File: src/rtl/mc_ctrl_fsm.sv
// Multi-cycle MIPS control unit: per-opcode FETCH/DECODE/EXEC/MEM/WB path with a
// mem_ready handshake, stall timeout, and sticky illegal/memory-error flags.
module mc_ctrl_fsm #(
   parameter int unsigned           ALUCTL_W = 3,
   parameter logic [ALUCTL_W-1:0]   ALU_ADD  = ALUCTL_W'(1),
   parameter logic [ALUCTL_W-1:0]   ALU_OR   = ALUCTL_W'(4),
   parameter logic [ALUCTL_W-1:0]   ALU_LUI  = ALUCTL_W'(0),
   parameter logic [ALUCTL_W-1:0]   ALU_NOP  = ALUCTL_W'(7),
   parameter int unsigned           TIMEOUT  = 16,
   parameter int unsigned           TO_W     = 4
) (
   input  logic                clk,
   input  logic                rst_n,
   input  logic [5:0]          opcode,
   input  logic [5:0]          funct,
   input  logic                mem_ready,
   input  logic                err_clr,
   output logic [2:0]          curr_state,
   output logic                pc_write,
   output logic                ir_write,
   output logic                IorD,
   output logic                mem_read,
   output logic                MemWrite,
   output logic                RegDst,
   output logic                ALUSrc,
   output logic                MemtoReg,
   output logic                RegWrite,
   output logic [ALUCTL_W-1:0] ALUControl,
   output logic                Branch,
   output logic                j_en,
   output logic                bgtz_en,
   output logic                instr_done,
   output logic                illegal,
   output logic                mem_err
);

   typedef enum logic [2:0] {
      FETCH  = 3'd0,
      DECODE = 3'd1,
      EXEC   = 3'd2,
      MEM    = 3'd3,
      WB     = 3'd4
   } state_t;

   localparam logic [5:0] OP_RTYPE = 6'b000000;
   localparam logic [5:0] OP_ADDI  = 6'b001000;
   localparam logic [5:0] OP_LW    = 6'b100011;
   localparam logic [5:0] OP_SW    = 6'b101011;
   localparam logic [5:0] OP_BGTZ  = 6'b000111;
   localparam logic [5:0] OP_J     = 6'b000010;
   localparam logic [5:0] OP_LUI   = 6'b001111;
   localparam logic [5:0] OP_ORI   = 6'b001101;
   localparam logic [5:0] FN_ADD   = 6'b100000;
   localparam logic [5:0] FN_OR    = 6'b100101;

   state_t              state, state_d;
   logic [5:0]          op_q, fn_q;
   logic [TO_W-1:0]     to_cnt, to_cnt_d;
   logic                illegal_set, mem_err_set;
   logic                dec_legal, stall_to, waiting;
   logic                is_r, is_lw, is_sw;
   logic                ex_alusrc;
   logic [ALUCTL_W-1:0] ex_aluctl;

   assign curr_state = state;
   assign is_r  = (op_q == OP_RTYPE);
   assign is_lw = (op_q == OP_LW);
   assign is_sw = (op_q == OP_SW);

   // Legality is judged on the live IR fields, since op_q/fn_q are loaded in this same cycle.
   always_comb begin
      dec_legal = 1'b0;
      case (opcode)
         OP_RTYPE: dec_legal = (funct == FN_ADD) || (funct == FN_OR);
         OP_ADDI, OP_LW, OP_SW, OP_BGTZ, OP_J, OP_LUI, OP_ORI: dec_legal = 1'b1;
         default:  dec_legal = 1'b0;
      endcase
   end

   // EXEC-phase ALU setup; WB reuses it so the ALU result stays stable for the write.
   always_comb begin
      ex_alusrc = 1'b0;
      ex_aluctl = ALU_NOP;
      case (op_q)
         OP_RTYPE: ex_aluctl = (fn_q == FN_OR) ? ALU_OR : ALU_ADD;
         OP_ADDI, OP_LW, OP_SW: begin
            ex_alusrc = 1'b1;
            ex_aluctl = ALU_ADD;
         end
         OP_BGTZ:  ex_aluctl = ALU_ADD;
         OP_ORI: begin
            ex_alusrc = 1'b1;
            ex_aluctl = ALU_OR;
         end
         OP_LUI: begin
            ex_alusrc = 1'b1;
            ex_aluctl = ALU_LUI;
         end
         default:  ex_aluctl = ALU_NOP;
      endcase
   end

   assign waiting  = ((state == FETCH) || (state == MEM)) && !mem_ready;
   assign stall_to = waiting && (to_cnt == TO_W'(TIMEOUT - 1));

   always_comb begin
      state_d     = state;
      pc_write    = 1'b0;
      ir_write    = 1'b0;
      IorD        = 1'b0;
      mem_read    = 1'b0;
      MemWrite    = 1'b0;
      RegDst      = 1'b0;
      ALUSrc      = 1'b0;
      MemtoReg    = 1'b0;
      RegWrite    = 1'b0;
      ALUControl  = ALU_NOP;
      Branch      = 1'b0;
      j_en        = 1'b0;
      bgtz_en     = 1'b0;
      instr_done  = 1'b0;
      illegal_set = 1'b0;
      mem_err_set = 1'b0;
      case (state)
         FETCH: begin
            mem_read   = 1'b1;
            ALUControl = ALU_ADD;
            pc_write   = mem_ready;
            ir_write   = mem_ready;
            if (stall_to) begin
               mem_err_set = 1'b1;
               state_d     = FETCH;
            end else if (mem_ready) begin
               state_d = DECODE;
            end
         end
         DECODE: begin
            if (!dec_legal) begin
               illegal_set = 1'b1;
               state_d     = FETCH;
            end else begin
               state_d = EXEC;
            end
         end
         EXEC: begin
            RegDst     = is_r;
            ALUSrc     = ex_alusrc;
            ALUControl = ex_aluctl;
            if (op_q == OP_BGTZ) begin
               Branch     = 1'b1;
               bgtz_en    = 1'b1;
               instr_done = 1'b1;
               state_d    = FETCH;
            end else if (op_q == OP_J) begin
               Branch     = 1'b1;
               j_en       = 1'b1;
               instr_done = 1'b1;
               state_d    = FETCH;
            end else if (is_lw || is_sw) begin
               state_d = MEM;
            end else begin
               state_d = WB;
            end
         end
         MEM: begin
            IorD       = 1'b1;
            ALUSrc     = 1'b1;
            ALUControl = ALU_ADD;
            mem_read   = is_lw;
            MemWrite   = is_sw;
            if (stall_to) begin
               mem_err_set = 1'b1;
               state_d     = FETCH;
            end else if (mem_ready) begin
               if (is_lw) begin
                  state_d = WB;
               end else begin
                  instr_done = 1'b1;
                  state_d    = FETCH;
               end
            end
         end
         WB: begin
            RegWrite   = 1'b1;
            instr_done = 1'b1;
            MemtoReg   = is_lw;
            RegDst     = is_r;
            ALUSrc     = ex_alusrc;
            ALUControl = ex_aluctl;
            state_d    = FETCH;
         end
         default: state_d = FETCH;
      endcase
   end

   // Count only while lingering in FETCH/MEM without a ready; any entry or ready restarts it.
   assign to_cnt_d = (waiting && !stall_to && (state_d == state)) ? to_cnt + 1'b1 : '0;

   always_ff @(posedge clk or negedge rst_n) begin
      if (!rst_n) begin
         state   <= FETCH;
         op_q    <= '0;
         fn_q    <= '0;
         to_cnt  <= '0;
         illegal <= 1'b0;
         mem_err <= 1'b0;
      end else begin
         state  <= state_d;
         to_cnt <= to_cnt_d;
         if (state == DECODE) begin
            op_q <= opcode;
            fn_q <= funct;
         end
         illegal <= illegal_set ? 1'b1 : (err_clr ? 1'b0 : illegal);
         mem_err <= mem_err_set ? 1'b1 : (err_clr ? 1'b0 : mem_err);
      end
   end

endmodule
File: config.mk
export PLATFORM = sky130hd
export DESIGN_NAME = mc_ctrl_fsm
export DESIGN_NICKNAME = d
export VERILOG_FILES = /design/src/rtl/mc_ctrl_fsm.sv
export SDC_FILE = /design/constraint.sdc
export NUM_CORES = 1
export LEC_CHECK = 0
export ABC_AREA = 1
export CAP_MARGIN = 5
export CORE_ASPECT_RATIO = 0.8
export CORE_MARGIN = 1
export CORE_UTILIZATION = 48
export CTS_CLUSTER_SIZE = 20
export DETAILED_ROUTE_END_ITERATION = 8
export PLACE_DENSITY_LB_ADDON = 0.25
export SETUP_SLACK_MARGIN = 0.05
export SLEW_MARGIN = 5
export SYNTH_ARGS = -nofsm -noshare
export SYNTH_HDL_FRONTEND = slang
export SYNTH_SLANG_ARGS = --single-unit
File: constraint.sdc
create_clock -name clk -period 1.4 [get_ports clk]
set_input_delay 0.14 -clock clk [delete_from_list [all_inputs] [get_ports clk]]
set_output_delay 0.14 -clock clk [all_outputs]
set_load 0.01 [all_outputs]
==> results_dict.tcl, run 1 <==
set metrics [dict create \
    outcome "did not finish" \
    lastStage "global routing (5_1_grt)" \
    first-error "[ERROR DPL-0038] Utilization greater than 100%, impossible to legalize" \
    h-tree-depth 1 \
    worst_endpoint "ALUControl[2]" \
    io_buffer_count 36 \
    cts_sinks 21 \
    avgSynthCellArea_um2 6.765 \
    cts_root_buf "clkbuf_4" \
    fp.dieH_um 49.37 \
    synth-warning-count 0 \
    num_rows 16 \
    dp_cells 300 \
    worst-ep-kind "top-level output" \
    dieWidth_um 61.21 \
    hpwlAfterDp_um 2640 \
    syn_inst 199 \
    async_reset_ff_share_pct 100.0 \
    ctsLongestPathBuffers 2 \
    yosysSeqAreaShare_pct 39.03 \
    gp_congestion 0.8189 \
    cts_buffers 3 \
    cts_hold_buf 0 \
    synth.distinct_cells 24 \
    grt_max_degree 22 \
    ios 37 \
    syn_nets 216 \
    synth_edf_count 0 \
    syn_area_um2 1346 \
    synth_ff_type "dfrtp_1" \
    start_util_pct 52.95 \
    ys_ff_latch 21 \
]
logic make-up after synthesis:
group	synth area share, %
simple gates	42.94
buf+inv	10.41
flops	39.03
compound gates	6.041
xor+xnor	0.6507
fa+ha+maj	0.9292
timing repair:
| action | in CTS |
|---|---|
| setup endpoints to repair | 20 |
| pin swaps | 20 |
| setup buffers | 22 |
| gates resized for setup | 112 |
| endpoints found under the hold margin | 0 |
cell usage after synthesis (2+ instances only):
| master | count | share of area (%) |
|---|---|---|
| nor2_1 | 30 | 8.4 |
| buf_4 | 2 | 1.1 |
| nand4_1 | 4 | 1.9 |
| nand3_1 | 12 | 4.5 |
| inv_1 | 28 | 7.8 |
| nor2_4 | 2 | 1.7 |
| dfrtp_1 | 21 | 39 |
| nand3_2 | 2 | 1.5 |
| nor2_2 | 5 | 2.3 |
| o21ai_1 | 7 | 2.6 |
| nor3_1 | 2 | 0.74 |
| o21ai_0 | 8 | 3.0 |
| inv_2 | 4 | 1.1 |
| nand2_1 | 62 | 17 |
per-stage QoR:
step	hold WS, ns	setup slack, ns	utilization [%]	setup TNS, ns	cell area [µm²]
floorplan	-0.1556	0.09111	-	0	1351
global placement	0.4480	-0.3442	77.76	-3.528	1977
detailed placement	0.4541	-0.4766	77.76	-4.140	1977
CTS	0.1561	-0.3573	88.68	-4.148	2255
==> run 2, diff against run 1 <==
- CORE_AREA: not set -> 2 2 63 65
- CORE_ASPECT_RATIO: 0.8 -> not set
- CORE_MARGIN: 1 -> not set
- CORE_UTILIZATION: 48 -> not set
- CTS_CLUSTER_SIZE: 20 -> not set
- DIE_AREA: not set -> 0 0 65 67
- PLACE_DENSITY_LB_ADDON: 0.25 -> 0.15
- SETUP_SLACK_MARGIN: 0.05 -> not set
==> run 2 against run 1 <==
Compared with the run above:
- the flow now finishes, with violations (setup timing)
- synthesized cell count is the same
- synthesized area is the same
==> results_dict.tcl, run 2 <==
set metrics [dict create \
    ctsLongestPathBuffers 2 \
    final_common_cell "nand2_1" \
    power_frac_clock_pct 17.3 \
    yosysMostFrequentCell "nand2_1" \
    areaGrowthSynthToFinish_pct 82.16 \
    critPathLaunchType "flip-flop" \
    grt_max_degree 22 \
    cts_buffers 3 \
    worstPathRequired_ns 1.26 \
    synth_area_leaders "dfrtp_1 (39%), nand2_1 (17%), nor2_1 (8.4%)" \
    fin_nets 304 \
    maxCapViolations 0 \
    synth.largest_area_cell "dfrtp_1" \
    outcome "finished, violations left" \
    cts_tree "yes" \
    io_buffer_count 36 \
    syn_inst 199 \
    yosys.area.top_type_share_pct 39.03 \
    drive_above_1_share_pct 43.36 \
    pwr-share-seq_pct 35.6 \
    crit_arrival_ns 1.53 \
    irDropWorstVdd_uv 528.6 \
    setup_tns_ns -2.799 \
    dr.pass1.iters 6 \
    synth-warning-count 0 \
    core_area_um2 3606 \
    fp.dieH_um 67 \
    cts_root_buf "clkbuf_8" \
    utilization_pct 68.01 \
    async_reset_ff_share_pct 100.0 \
    route.detailed.wl_per_inst_um 12.60 \
    antenna_left 0 \
    fillers 288 \
    ys_ff_latch 21 \
    p_int_mw 1.458 \
    cp_max_fo 6 \
    period_minus_slack_ns 1.673 \
    grt_pass1_wl_um 6120 \
    fin_crit_sh_pct 119.5 \
    grt_overflow_total 0 \
    clkLatencyLatePin_ns 0.26 \
    antenna_found_initial 0 \
    setup_viol 17 \
    hold_class "in2async" \
    switchingPower_mw 0.8318 \
    start_util_pct 37.34 \
    avgSynthCellArea_um2 6.765 \
    critPathKind "reg2out" \
    slew_headroom_pct 81.59 \
    setup_slack_ns -0.2730 \
    drc 0 \
    syn_nets 216 \
    end_kind "primary output" \
    p_sw_share_pct 36.32 \
    synth_ff_type "dfrtp_1" \
    p_per_area_nw_per_um2 933.9 \
    num_vias 1556 \
    final_cell_mix "nand2_1 (52), buf_4 (33), buf_6 (24)" \
    clkTransAtPathRegs_ns 0.07 \
    combPwrFrac_pct 47.1 \
    dieWidth_um 65 \
    ios 37 \
    wl_um 4209 \
    yosysSeqAreaShare_pct 39.03 \
    timing.fmax_mhz 597.7 \
    hpwlAfterDp_um 2541 \
    gp_congestion 0.8090 \
    die-area_um2 4355 \
    num_rows 22 \
    worst_slew_pin_slew_ns 0.2762 \
    rsz0062_at_grt "true" \
    antennaDiodeCount 0 \
    reg.largest.list "fn_q (6), op_q (6), to_cnt (4)" \
    p_leak_nw 1.259 \
    gr-usage-all-layers_pct 18.21 \
    syn_area_um2 1346 \
    cts_hold_buf 0 \
    synth.distinct_cells 24 \
    h-tree-depth 1 \
    final-hold-violation-count 0 \
    drt_iter0_drc 102 \
    slew_violations 0 \
    grt_pass1_vias 1412 \
    synth_edf_count 0 \
    vias_per_cell 4.659 \
    violations "setup timing" \
    fin_worst_skew_ns 0.001137 \
    synth_commonest_cells "nand2_1 (62), nor2_1 (30), inv_1 (28)" \
    cts_sinks 21 \
]
==> run 2: worst paths after layout <==
check	start	end	slack, ns	cells after the start
setup / recovery	op_q[4]$_DFFE_PN0P_	ALUSrc	-0.27	7
min in group clk	funct[5]	fn_q[5]$_DFFE_PN0P_	0.45	3
hold reg to reg	to_cnt[0]$_DFF_PN0_	to_cnt[0]$_DFF_PN0_	0.47	1
hold / removal	rst_n	fn_q[5]$_DFFE_PN0P_	0.22	2
setup reg to reg	curr_state[1]$_DFF_PN0_	to_cnt[2]$_DFF_PN0_	-0.05	9
max in group asynchronous	rst_n	op_q[2]$_DFFE_PN0P_	0.95	2
==> run 2: stage by stage <==
step	instance area (µm²)	hold slack, ns	std cells	total power [mW]	worst slack (ns)
final	2452	0.2151	334	2.290	-0.2730
after floorplan	1346	-0.1556	199	1.161	0.04103
after global placement	1987	0.4539	312	1.550	-0.3472
after CTS	2213	0.2236	332	2.120	-0.2056
after global routing	2452	0.2404	334	2.429	-0.3712
after detailed placement	1987	0.4569	312	1.560	-0.3854
==> run 2: metal layers <==
| layer | wire, µm | share of wire [%] | global-route usage, % |
|---|---|---|---|
| met5 | 0 | 0 | 0 |
| met4 | 137 | 3.3 | 9.043 |
| met3 | 166 | 3.9 | 1.520 |
| met2 | 2081 | 49 | 31.44 |
| met1 | 1824 | 43 | 22.78 |
==> run 2: cell type report <==
| class | count | area, µm² | area share, % |
|---|---|---|---|
| Sequential cell | 21 | 526.8 | 21.48 |
| Tap cell | 48 | 60.06 | 2.449 |
| Multi-Input combinational cell | 143 | 895.9 | 36.53 |
| Clock buffer | 4 | 45.04 | 1.837 |
| Timing Repair Buffer | 86 | 789.5 | 32.19 |
| Inverter | 32 | 135.1 | 5.510 |
==> run 2: logic make-up after synthesis <==
| kind of cell | count (synthesis) | share of synthesized area [%] |
|---|---|---|
| and+or+nand+nor | 125 | 42.94 |
| buffers and inverters | 35 | 10.41 |
| DFF | 21 | 39.03 |
| AOI/OAI and AO/OA | 16 | 6.041 |
| xor gates and xnor gates | 1 | 0.6507 |
| adders and majority gates | 1 | 0.9292 |
==> run 2: power by group through the flow <==
stage | Combinational (mW) | Sequential (mW) | Clock [mW]
after floorplan | 0.366 | 0.795 | 0
after detailed placement | 0.763 | 0.797 | 0
final | 1.08 | 0.815 | 0.397
after global placement | 0.756 | 0.795 | 0
after CTS | 0.915 | 0.803 | 0.402
after global routing | 1.18 | 0.827 | 0.420
==> run 2: repair_timing <==
item                                    CTS  global route
gates cloned                              0             1
endpoints found under the setup margin   18            36
setup buffers                            16             8
resized for setup                       112            53
pin swaps                                25            21
==> run 2: critical path: stages (launching register included) <==
cell and delay, ns:
dfrtp_1 0.42, nor2_4 0.20, nand4_1 0.19, buf_4 0.19, nand3_2 0.05, nand2_1 0.05
nand2_1 0.05, buf_2 0.12
(Power assumes the default switching activity.)
==> RTL edit (settings of run 2) <==
Set the parameter `TO_W` to 5 (it was 4).
--- a/src/rtl/mc_ctrl_fsm.sv
+++ b/src/rtl/mc_ctrl_fsm.sv
@@ -8,5 +8,5 @@
    parameter logic [ALUCTL_W-1:0]   ALU_NOP  = ALUCTL_W'(7),
    parameter int unsigned           TIMEOUT  = 16,
-   parameter int unsigned           TO_W     = 4
+   parameter int unsigned           TO_W     = 5
 ) (
    input  logic                clk,
Function: no difference found for any inputs over 10 cycles, from zero or initial values and one cycle with rst_n low; that may be too few to reach the edited logic, so the function may still have changed.
==> RTL edit against run 2 <==
  * The run still ends with setup timing left
  * Wire length shrank 17%
  * Sequential cell count grew 1
  * Area after synthesis grew 2.7%
  * Hold slack gained 0.0050 ns
  * Worst setup slack gained 0.043 ns
  * Maximum frequency grew 2.7%
  * Cell area shrank 4.8%
  * Clock power grew 44%
  * First-iteration DRC count shrank 71%
  * Die area is the same
  * Power grew 0.81%
==> RTL edit: results (changes against run 2) <==
* Max layer used: met4
* Worst R2R Start: to_cnt[1]
* First-pass GRT wire length at 5.40 mm (-12%)
* Clk buf depth at 2 (unchanged)
* P_leak at 0.00119 uW (-5.5%)
* Failing checks: setup timing
* Antenna diodes at 0 (unchanged)
* Synth top area cells: dfrtp_1, nand2_1, nor2_1
* Clock Skews at 0.00262 ns (+0.00149 ns)
* DPL Wire Length at 2.41 mm (-5.2%)
* Placed cell count at 301 (-3.5%)
* Setup crit end: ALUControl[2]
* Rel. slew slack at 82.0% (+0.45 points)
* Worst R2R End: curr_state[1]
* Seq/Total Area, Yosys at 39.8% (+0.79 points)
* FF-to-FF path depth at 8 (-1)
* Status: complete, but fails checks
* Cts bufs inserted at 3 (unchanged)
* Syn_nets at 204 (-5.6%)
* Post-Route WL at 3.48 mm (-17%)
* Synth warn at 0 (unchanged)
* Reg2reg setup slack at -0.02 ns (+0.03 ns)
* Setup WS pre-CTS at -0.374 ns (+0.0113 ns)
* Clk root buf: clkbuf_8
* H-tree depth at 1 (unchanged)
* WL met1 at 1.49 mm (-18%)
* Clk_lat worst skew at 0.25 ns
* Placed Area at 0.00203 mm^2 (+2.3%)
* Distinct cell type count after synthesis at 28 (+17%)
* Asr flop ratio synth at 100% (unchanged)
* GRT Total Usage at 15.6% (-2.6 points)
* Dominant synthesized flop cell: dfrtp_1
* Met3 wire len at 144 um (-13%)
* Worst-path maximum fanout at 5 (-1)
* Initial antenna violation count at 0 (unchanged)
* VDD IR max at 0.455 mV (-14%)
* Final worst slack at -0.230 ns (+0.0432 ns)
* Share of layout cells above drive strength 1 at 46.7% (+3.4 points)
* Top Registers: fn_q (6), op_q (6), to_cnt (5)
* Reg clk slew, reported paths at around 0.080 ns
* Post-Syn Instances at 186 (-6.5%)
* CP startpoint: op_q[4]
* DR pass1 iterations at 4 (-2)
* Setup Total Neg Slack at -1.54 ns (+1.26 ns)
* Vias post-DR at 1450 (-6.8%)
* Hold Crit Class: input port to asynchronous set/reset pin
* Most instantiated cells after synthesis: nand2_1, nor2_1, inv_1
* Setup violators final at 13 (-4)
* Vias in the first global route at 1297 (-8.1%)
* Average wire per cell in the routed design at 10.7 um (-15%)
* Routability cong. at 0.835 (+3.2%)
* Met2 wire len at 1.76 mm (-15%)
* PortBufs at 36 (unchanged)
* Worst endpoint data arrival time at 1.49 ns (-0.04 ns)
* Largest net degree at the start of global routing at 23 (+4.5%)
* 1st-iter DRT viols at 30 (-71%)
-- RTL edit: changes by cell type after synthesis, moves of 2 or more --
cell     delta
nand2_1    -20
o21ai_1     -5
o21ai_2     +5
inv_1       -4
inv_2       +3
nand3_1     +3
o21ai_0     +3
nand3_2     -2
-- RTL edit: per-layer routing --
metal | track usage [%] | vias up
met5 | 0 | -
met4 | 3.99 | 0
met3 | 1.69 | 8
met2 | 29.3 | 42
met1 | 18.9 | 630
li1 | - | 770
-- RTL edit: through the flow --
| stage | utilization [%] | hold WS, ns |
|---|---|---|
| after floorplan | - | -0.156 |
| after global placement | 56.3 | 0.458 |
| after detailed placement | 56.3 | 0.460 |
| after CTS | 59.4 | 0.232 |
| after global routing | 64.7 | 0.241 |
| final | 64.7 | 0.220 |
-- RTL edit: worst min-delay path by stage --
stage,endpoint,cells past startpoint
global route,fn_q[5],2
detailed placement,fn_q[5],2
floorplan,curr_state[0],0
global placement,fn_q[5],2
finish,op_q[3],2
CTS,curr_state[1],2
-- RTL edit: cells by family (layout without fill, tap and decap cells) --
| group | Yosys count | in the layout | share of synthesized area, % |
|---|---|---|---|
| and+or+nand+nor | 105 | 105 | 37.4 |
| buffers and inverters | 35 | 125 | 10.8 |
| DFF | 22 | 22 | 39.8 |
| AOI/OAI and AO/OA | 21 | 21 | 9.59 |
| adders and majority gates | 2 | 2 | 1.81 |
| xor gates and xnor gates | 1 | 1 | 0.634 |
-- RTL edit: cell type report --
class,count,area (um^2)
clock inverters,1,30.0
fillers,320,1270
flip-flops and latches,22,556
well taps,48,60.1
clock buffers,3,41.3
multi-input cells,129,808
inverters,32,128
repair buffers,89,711
-- RTL edit: timing repair --
| item | CTS | global route |
|---|---|---|
| resized for setup | 87 | 36 |
| endpoints found under the setup margin | 21 | 27 |
| pin swaps | 19 | 20 |
| endpoints found under the hold margin | 0 | 0 |
| setup buffers | 8 | 13 |
-- RTL edit: power breakdown --
group | total [uW] | switching [uW] | internal, uW
sequential | 846 | 99.4 | 747
clock | 572 | 191 | 381
combinational | 890 | 440 | 450
-- RTL edit: critical path, stage by stage, from the launching register on --
cell	delay, ns
dfrtp_2	0.45
nor2_4	0.15
nand2_2	0.10
nor2_4	0.11
nor2_1	0.06
nand3_1	0.08
nand2_1	0.06
nand2_1	0.05
nand2_1	0.04
buf_2	0.14
